<file path="src/rtl/rf_wb_arbiter.sv">
// rf_wb_arbiter: merges pipeline write-back and the MDU result onto the single
// register-file write port. It keeps a scoreboard of registers with an
// outstanding MDU result and raises RAW/WAW stalls and a starvation hold.
// Latency: the write port is combinational and commits at the negedge of the
// same cycle. The scoreboard and starve_hold are registered, one cycle.
// Backpressure: pipeline WB is never refused. The MDU is refused (mdu_wb_ready=0)
// whenever the pipeline writes a non-x0 register.
//
// Ports: clk/reset (sync, active-high); pipe_wb_* (pipeline WB);
// mdu_issue_* (MDU issue); mdu_wb_* (MDU result valid/ready);
// id_* (decode operands); stall_raw/stall_waw/starve_hold (to hazard unit);
// RegWrite/RD/WriteData (register-file write port); busy_mask (debug).
module rf_wb_arbiter #(
    parameter int XLEN         = 64,
    parameter int NREG         = 32,
    parameter int STARVE_LIMIT = 4
) (
    input  logic            clk,
    input  logic            reset,
    input  logic            pipe_wb_valid,
    input  logic [4:0]      pipe_wb_rd,
    input  logic [XLEN-1:0] pipe_wb_data,
    input  logic            mdu_issue_valid,
    input  logic [4:0]      mdu_issue_rd,
    input  logic            mdu_wb_valid,
    input  logic [4:0]      mdu_wb_rd,
    input  logic [XLEN-1:0] mdu_wb_data,
    output logic            mdu_wb_ready,
    input  logic [4:0]      id_rs1,
    input  logic [4:0]      id_rs2,
    input  logic [4:0]      id_rd,
    input  logic            id_rd_valid,
    output logic            stall_raw,
    output logic            stall_waw,
    output logic            starve_hold,
    output logic            RegWrite,
    output logic [4:0]      RD,
    output logic [XLEN-1:0] WriteData,
    output logic [NREG-1:0] busy_mask
);

    localparam int CW = $clog2(STARVE_LIMIT + 1);
    localparam logic [CW-1:0] LIM    = CW'(STARVE_LIMIT);
    localparam logic [CW-1:0] LIM_M1 = CW'(STARVE_LIMIT - 1);

    logic            pipe_wr;
    logic            mdu_hs;
    logic            refused;
    logic            ret_rs1;
    logic            ret_rs2;
    logic [NREG-1:0] busy_nxt;
    logic [CW-1:0]   starve_cnt;

    // A pipeline write to x0 carries nothing, so it leaves the slot free.
    assign pipe_wr      = pipe_wb_valid && (pipe_wb_rd != 5'd0);
    assign mdu_wb_ready = !reset && !pipe_wr;
    assign mdu_hs       = mdu_wb_valid && mdu_wb_ready;
    assign refused      = mdu_wb_valid && !mdu_wb_ready;

    // Write port mux. x0 writes from either source are suppressed here
    // because the register file does not protect x0 itself.
    always_comb begin
        RegWrite  = 1'b0;
        RD        = 5'd0;
        WriteData = '0;
        if (!reset) begin
            if (pipe_wr) begin
                RegWrite  = 1'b1;
                RD        = pipe_wb_rd;
                WriteData = pipe_wb_data;
            end else if (mdu_hs && (mdu_wb_rd != 5'd0)) begin
                RegWrite  = 1'b1;
                RD        = mdu_wb_rd;
                WriteData = mdu_wb_data;
            end
        end
    end

    // Scoreboard next state: clear on retire first, so a same-cycle issue to
    // the same register leaves it set (the new op is outstanding).
    always_comb begin
        busy_nxt = busy_mask;
        if (mdu_hs) begin
            busy_nxt[mdu_wb_rd] = 1'b0;
        end
        if (mdu_issue_valid && (mdu_issue_rd != 5'd0)) begin
            busy_nxt[mdu_issue_rd] = 1'b1;
        end
        busy_nxt[0] = 1'b0;
    end

    always_ff @(posedge clk) begin
        if (reset) begin
            busy_mask <= '0;
        end else begin
            busy_mask <= busy_nxt;
        end
    end

    // A source retiring this cycle is written at the negedge, before decode
    // captures it, so it does not need a RAW stall.
    assign ret_rs1 = mdu_hs && (mdu_wb_rd == id_rs1);
    assign ret_rs2 = mdu_hs && (mdu_wb_rd == id_rs2);

    always_comb begin
        stall_raw = 1'b0;
        stall_waw = 1'b0;
        if (!reset) begin
            stall_raw = ((id_rs1 != 5'd0) && busy_mask[id_rs1] && !ret_rs1) ||
                        ((id_rs2 != 5'd0) && busy_mask[id_rs2] && !ret_rs2);
            stall_waw = id_rd_valid && (id_rd != 5'd0) && busy_mask[id_rd];
        end
    end

    // Starvation: count consecutive refusals. The hold is raised on the
    // refusal that brings the count to the limit, and dropped after the
    // result finally gets through.
    always_ff @(posedge clk) begin
        if (reset) begin
            starve_cnt  <= '0;
            starve_hold <= 1'b0;
        end else begin
            if (!mdu_wb_valid || mdu_hs) begin
                starve_cnt <= '0;
            end else if (starve_cnt != LIM) begin
                starve_cnt <= starve_cnt + 1'b1;
            end

            if (mdu_hs) begin
                starve_hold <= 1'b0;
            end else if (refused && (starve_cnt >= LIM_M1)) begin
                starve_hold <= 1'b1;
            end
        end
    end

endmodule
</file>
<file path="config.mk">
export PLATFORM = sky130hd
export DESIGN_NAME = rf_wb_arbiter
export DESIGN_NICKNAME = d
export VERILOG_FILES = /design/src/rtl/rf_wb_arbiter.sv
export SDC_FILE = /design/constraint.sdc
export NUM_CORES = 1
export LEC_CHECK = 0
export CAP_MARGIN = 10
export CORE_MARGIN = 2
export CORE_UTILIZATION = 30
export DETAILED_ROUTE_END_ITERATION = 16
export PLACE_DENSITY = 0.75
export SLEW_MARGIN = 5
export SYNTH_ARGS = -nofsm -noshare
export SYNTH_HDL_FRONTEND = slang
export SYNTH_SLANG_ARGS = --single-unit
</file>
<file path="constraint.sdc">
create_clock -name clk -period 2.2 [get_ports clk]
set_input_delay 0.44 -clock clk [delete_from_list [all_inputs] [get_ports clk]]
set_output_delay 0.44 -clock clk [all_outputs]
set_load 0.05 [all_outputs]
</file>
==> results.env <==
FINAL.MIN_CLOCK_PERIOD_PS=2590
DRT.ANTENNA.VIOLATING_NETS=0
WIRE_PER_INST_UM=22.2
AREA.GROWTH.SYNTH_TO_FINAL_PCT=150
CLOCK_POWER_SHARE_PCT=27.5
WORST_PATH_DOMINANT_CELL_FAMILY='buffers and inverters'
CORE_FOOTPRINT_UM2=11500
INITIAL_CORE_UTIL_PCT=30.8
GRT_ANTENNA_BEFORE_REPAIR=2
CTS.PATH.MAX_BUFFERS=2
SYN_AVG_CELL_AREA_UM2=6.71
CLOCK.FMAX_MHz=385
VIOLATIONS='negative setup slack'
GRT_MAX_DEGREE=54
ROWS=39
GLOBALROUTEMET3UTIL_PCT=4.75
GLOBAL_ROUTE_WIRE_LENGTH_BEFORE_REPAIR_MM=32.4
DRT_DRC_VIOLATIONS_LEFT=0
GRT_OVERFLOW=0
REG2REGPATHDEPTH=6
FINALMAXSLEWVIOLATIONS=0
MOST_NUMEROUS_CELL_TYPES_IN_THE_SYNTHESIZED_NETLIST='nand2_1, a21oi_1, dfxtp_1'
FINAL-INSTANCE-COUNT-EXCL-FILL=1012
MIN_PATH_CELLS=2
FIN_WORST_SKEW_PS=2.14
WORST_HOLD_PATH_TYPE='reg -> reg'
FINAL_LAYOUT_SIZE_SUFFIX_GT1_SHARE_PCT=44.6
FINALHOLDVIOLATIONS=0
LAYOUT.CORE_UTILIZATION_PCT=76.9
CRITICAL-PATH-MAX-STAGE-DELAY_PS=560
INSERTION_DELAY_PS=280
PRECTSSETUPSLACK_PS=-827
GRT.TOTAL_USAGE_PCT=32.5
MIN_TO='busy_mask[24]'
FIRST_GLOBAL_VIAS=5902
FINALPOWER_W=0.00334
DETAILROUTE.VIA_COUNT=5675
END_KIND='primary output'
NUMBER_OF_BUFFERS_ADDED_BY_THE_CLOCK_TREE_SYNTHESIS_STEP=5
GROUTE.LAYER.MET2.USAGE_PCT=59.1
SYNTH-MAIN-FF-CELL='dfxtp_1'
SYNTH.NET_COUNT=693
WORSTPATHCELLLIST='buf_6 -> or4_4 -> o21ai_4 -> buf_6 -> buf_8 -> buf_16 -> nand2_2 -> a21oi_4 -> buf_8'
P_LEAK_nW=3.42
NET_SWITCHING_FRACTION_OF_THE_POWER_PCT=36.6
YS_SEQ_AREA_SHARE_PCT=19.9
DIE_AREA_UM2=12600
R2R_SLACK_PS=950
PLACED_CELLS_INCL_TAPS=971
POWER_FRAC_SEQ_PCT=19.5
SYNTH.TOP_CELLS.BY_AREA='dfxtp_1, nand2_1, a21oi_1, mux4_2, mux2i_1'
POSTSYNTH.ASYNCRESETSHARE_PCT=0
POWERDENSITY_nW_PER_UM2=379
RUN_STATUS='complete, but fails checks'
CTS.SINK_COUNT=35
CTS_HOLD_BUFFERS=0
SYNTH.YOSYS.WARNINGS=0
POWER_SWITCHING_W=0.00122
SYNTHDOMINANTAREACELLTYPE='dfxtp_1'
DETAIL_ROUTED_VIA_COUNT_PER_CELL=5.61
MIN_FROM='busy_mask[24]'
IRDROPWORSTVDD_mV=0.426
CP-START-KIND='input port'
GRT.BUSIEST_LAYER='met2'
GROUTE.LAYER.MET1.USAGE_PCT=37.1
COMBINATIONALPOWERSHARE_PCT=53.0
DIE_H_UM=112
WORST_SETUP_MARGIN_PS=-395
SYNTH_LARGEST_TYPE_AREA_FRACTION_PCT=19.9
MAX_SLEW_HEADROOM_PCT=61.3
PORT-BUFFER-COUNT=268
FINAL_CRITICAL_PATH_SHARE_OF_THE_CLOCK_PERIOD_PCT=118
CRITICAL_PATH.REG2REG.STARTPOINT='starve_cnt[0]'
TIMING_WORST_SLEW_PIN_VALUE_PS=578
WORST_EP_ARRIVAL_TIME_PS=2150
SYNTHDISTINCTLIBCELLS=49
CELL_INTERNAL_PWR_W=0.00212
EDFF_COUNT_SYNTH=0
CRIT_BUF_INV=5
PLACE_CONGESTION=0.915
TIMING.CRITICAL_PATH.FANOUT_MAX=6
TIMING.CRITICAL_PATH.SLOWEST_STAGE_CELL='or4_4'
CTS.HTREE.LEVELS=2
DETAILEDROUTE.FIRSTPASSITERATIONCOUNT=5
CTS_TREE='built'
CRIT_REQUIRED_PS=1760
REPORT.FINAL.SETUP_VIOL=73
CTS.CLK_SLEW.WORST_PATHS_PS=60
TIMING.SETUP.CRITICAL_PATH_CLASS='in -> out'
CTS-ROOT-BUF='clkbuf_16'
DIE_X_UM=112
RSZ_0062_RAISED_AFTER_GLOBAL_ROUTING='yes'
FINAL_NETS=1031
FINALWIRELENGTH_MM=22.5
POST_DP_HPWL_MM=15.2
MAXIMUM_CAPACITANCE_VIOLATIONS=0
POST_SYNTHESIS_CELL_AREA_UM2=3530
WORSTREG2REGEND='starve_hold'
SYNTH.MOST_COMMON_CELL='nand2_1'
YS_FF_LATCH=35
INITIALDRTVIOLATIONCOUNT=474
IO-PIN-COUNT=270
SYN-INSTANCE-COUNT=526
==> worst reg2reg max path: stages, from the launching register on <==
cell and delay (ps):
dfxtp_1 340, ha_1 220, ha_1 180, nor2_1 70, o21ai_0 90, a21oi_1 170, a211oi_1 70
==> power by group through the flow <==
stage / Clock, W / Combinational [W] / Sequential [W]
after global placement: 0 / 0.00142 / 0.000662
after detailed placement: 0 / 0.00144 / 0.000662
final: 0.000919 / 0.00177 / 0.000650
after global routing: 0.000941 / 0.00183 / 0.000650
after floorplan: 0 / 0.000789 / 0.000689
after CTS: 0.000918 / 0.00167 / 0.000649
==> repair_timing <==
item / CTS / global route
resized for setup: 190 / 82
endpoints found under the hold margin: 0 / 0
setup buffers: 18 / 2
cloned: 8 / 4
endpoints found under the setup margin: 104 / 79
pin swaps: 18 / 35
==> state kept, by name, summed over array words and instances, names as in the netlist <==
name / cells
starve_hold: 1
busy_mask: 31
starve_cnt: 3
==> cell families after synthesis <==
logic type | Yosys count | share of synthesized area, %
buf+inv | 51 | 6.60
fa+ha+maj | 3 | 1.06
mux | 34 | 16.5
other cells | 1 | 0.106
compound gates | 154 | 23.3
flops | 35 | 19.9
simple gates | 237 | 29.9
xor+xnor | 11 | 2.73
==> how the worst max path moves through the flow <==
stage	from	endpoint	cells past startpoint	slack (ps)
6_report	pipe_wb_rd[2]	WriteData[29]	9	-390
3_5_place_dp	id_rd[0]	stall_waw	7	-830
3_3_place_gp	id_rd[0]	stall_waw	7	-810
4_1_cts	pipe_wb_rd[4]	RegWrite	10	-420
5_1_grt	pipe_wb_rd[2]	WriteData[29]	9	-420
2_1_floorplan	busy_mask[3]	stall_waw	6	-220
==> cell usage in the layout (no fill, tap or decap), drive strengths merged, types with 2 or more instances in the layout <==
cell and count:
ha 3, buf 184, nand3 6, a211oi 3
clkdlybuf4s50 175, mux2i 12, clkbuf 13, clkinvlp 2
a2111oi 2, nand3b 7, a22oi 2, nor4 2
nor2 22, mux2 3, a21oi 101, clkdlybuf4s15 2
diode 4, a31oi 4, inv 5, or4 2
o21ai 34, dfxtp 35, nor2b 2, xor2 6
xnor2 5, nand4 2, nand2b 5, o22ai 3
nor3 6, nand2 176, dlygate4sd2 4, bufinv 2
dlymetal6s2s 3, mux4 19, and2 2
==> per-stage QoR <==
stage / hold slack (ps) / setup TNS [ps] / instance area, µm²
2_1_floorplan: 513 / -8740 / 4250
3_3_place_gp: 507 / -53660 / 7410
3_5_place_dp: 519 / -57350 / 7410
4_1_cts: 525 / -26610 / 8530
5_1_grt: 560 / -26490 / 8810
6_report: 537 / -23590 / 8820
==> metal layers <==
metal | part of all wire (%) | routed length [µm] | up-vias
met3 | 7.8 | 1750 | 90
met4 | 5.2 | 1170 | 0
met1 | 36 | 8110 | 2717
li1 | - | - | 2511
met5 | 0 | 0 | -
met2 | 51 | 11400 | 357
==> final cells by class <==
class,instances,area [µm²]
timing repair buffer,376,4110
multi-input combinational,440,3590
fill,709,2650
sequential,35,707
tap,143,179
clock buffer,5,125
clock inverter,3,67.6
inverter,6,26.3
antenna,4,10.0
No activity file was read; power rests on OpenSTA's default activity.
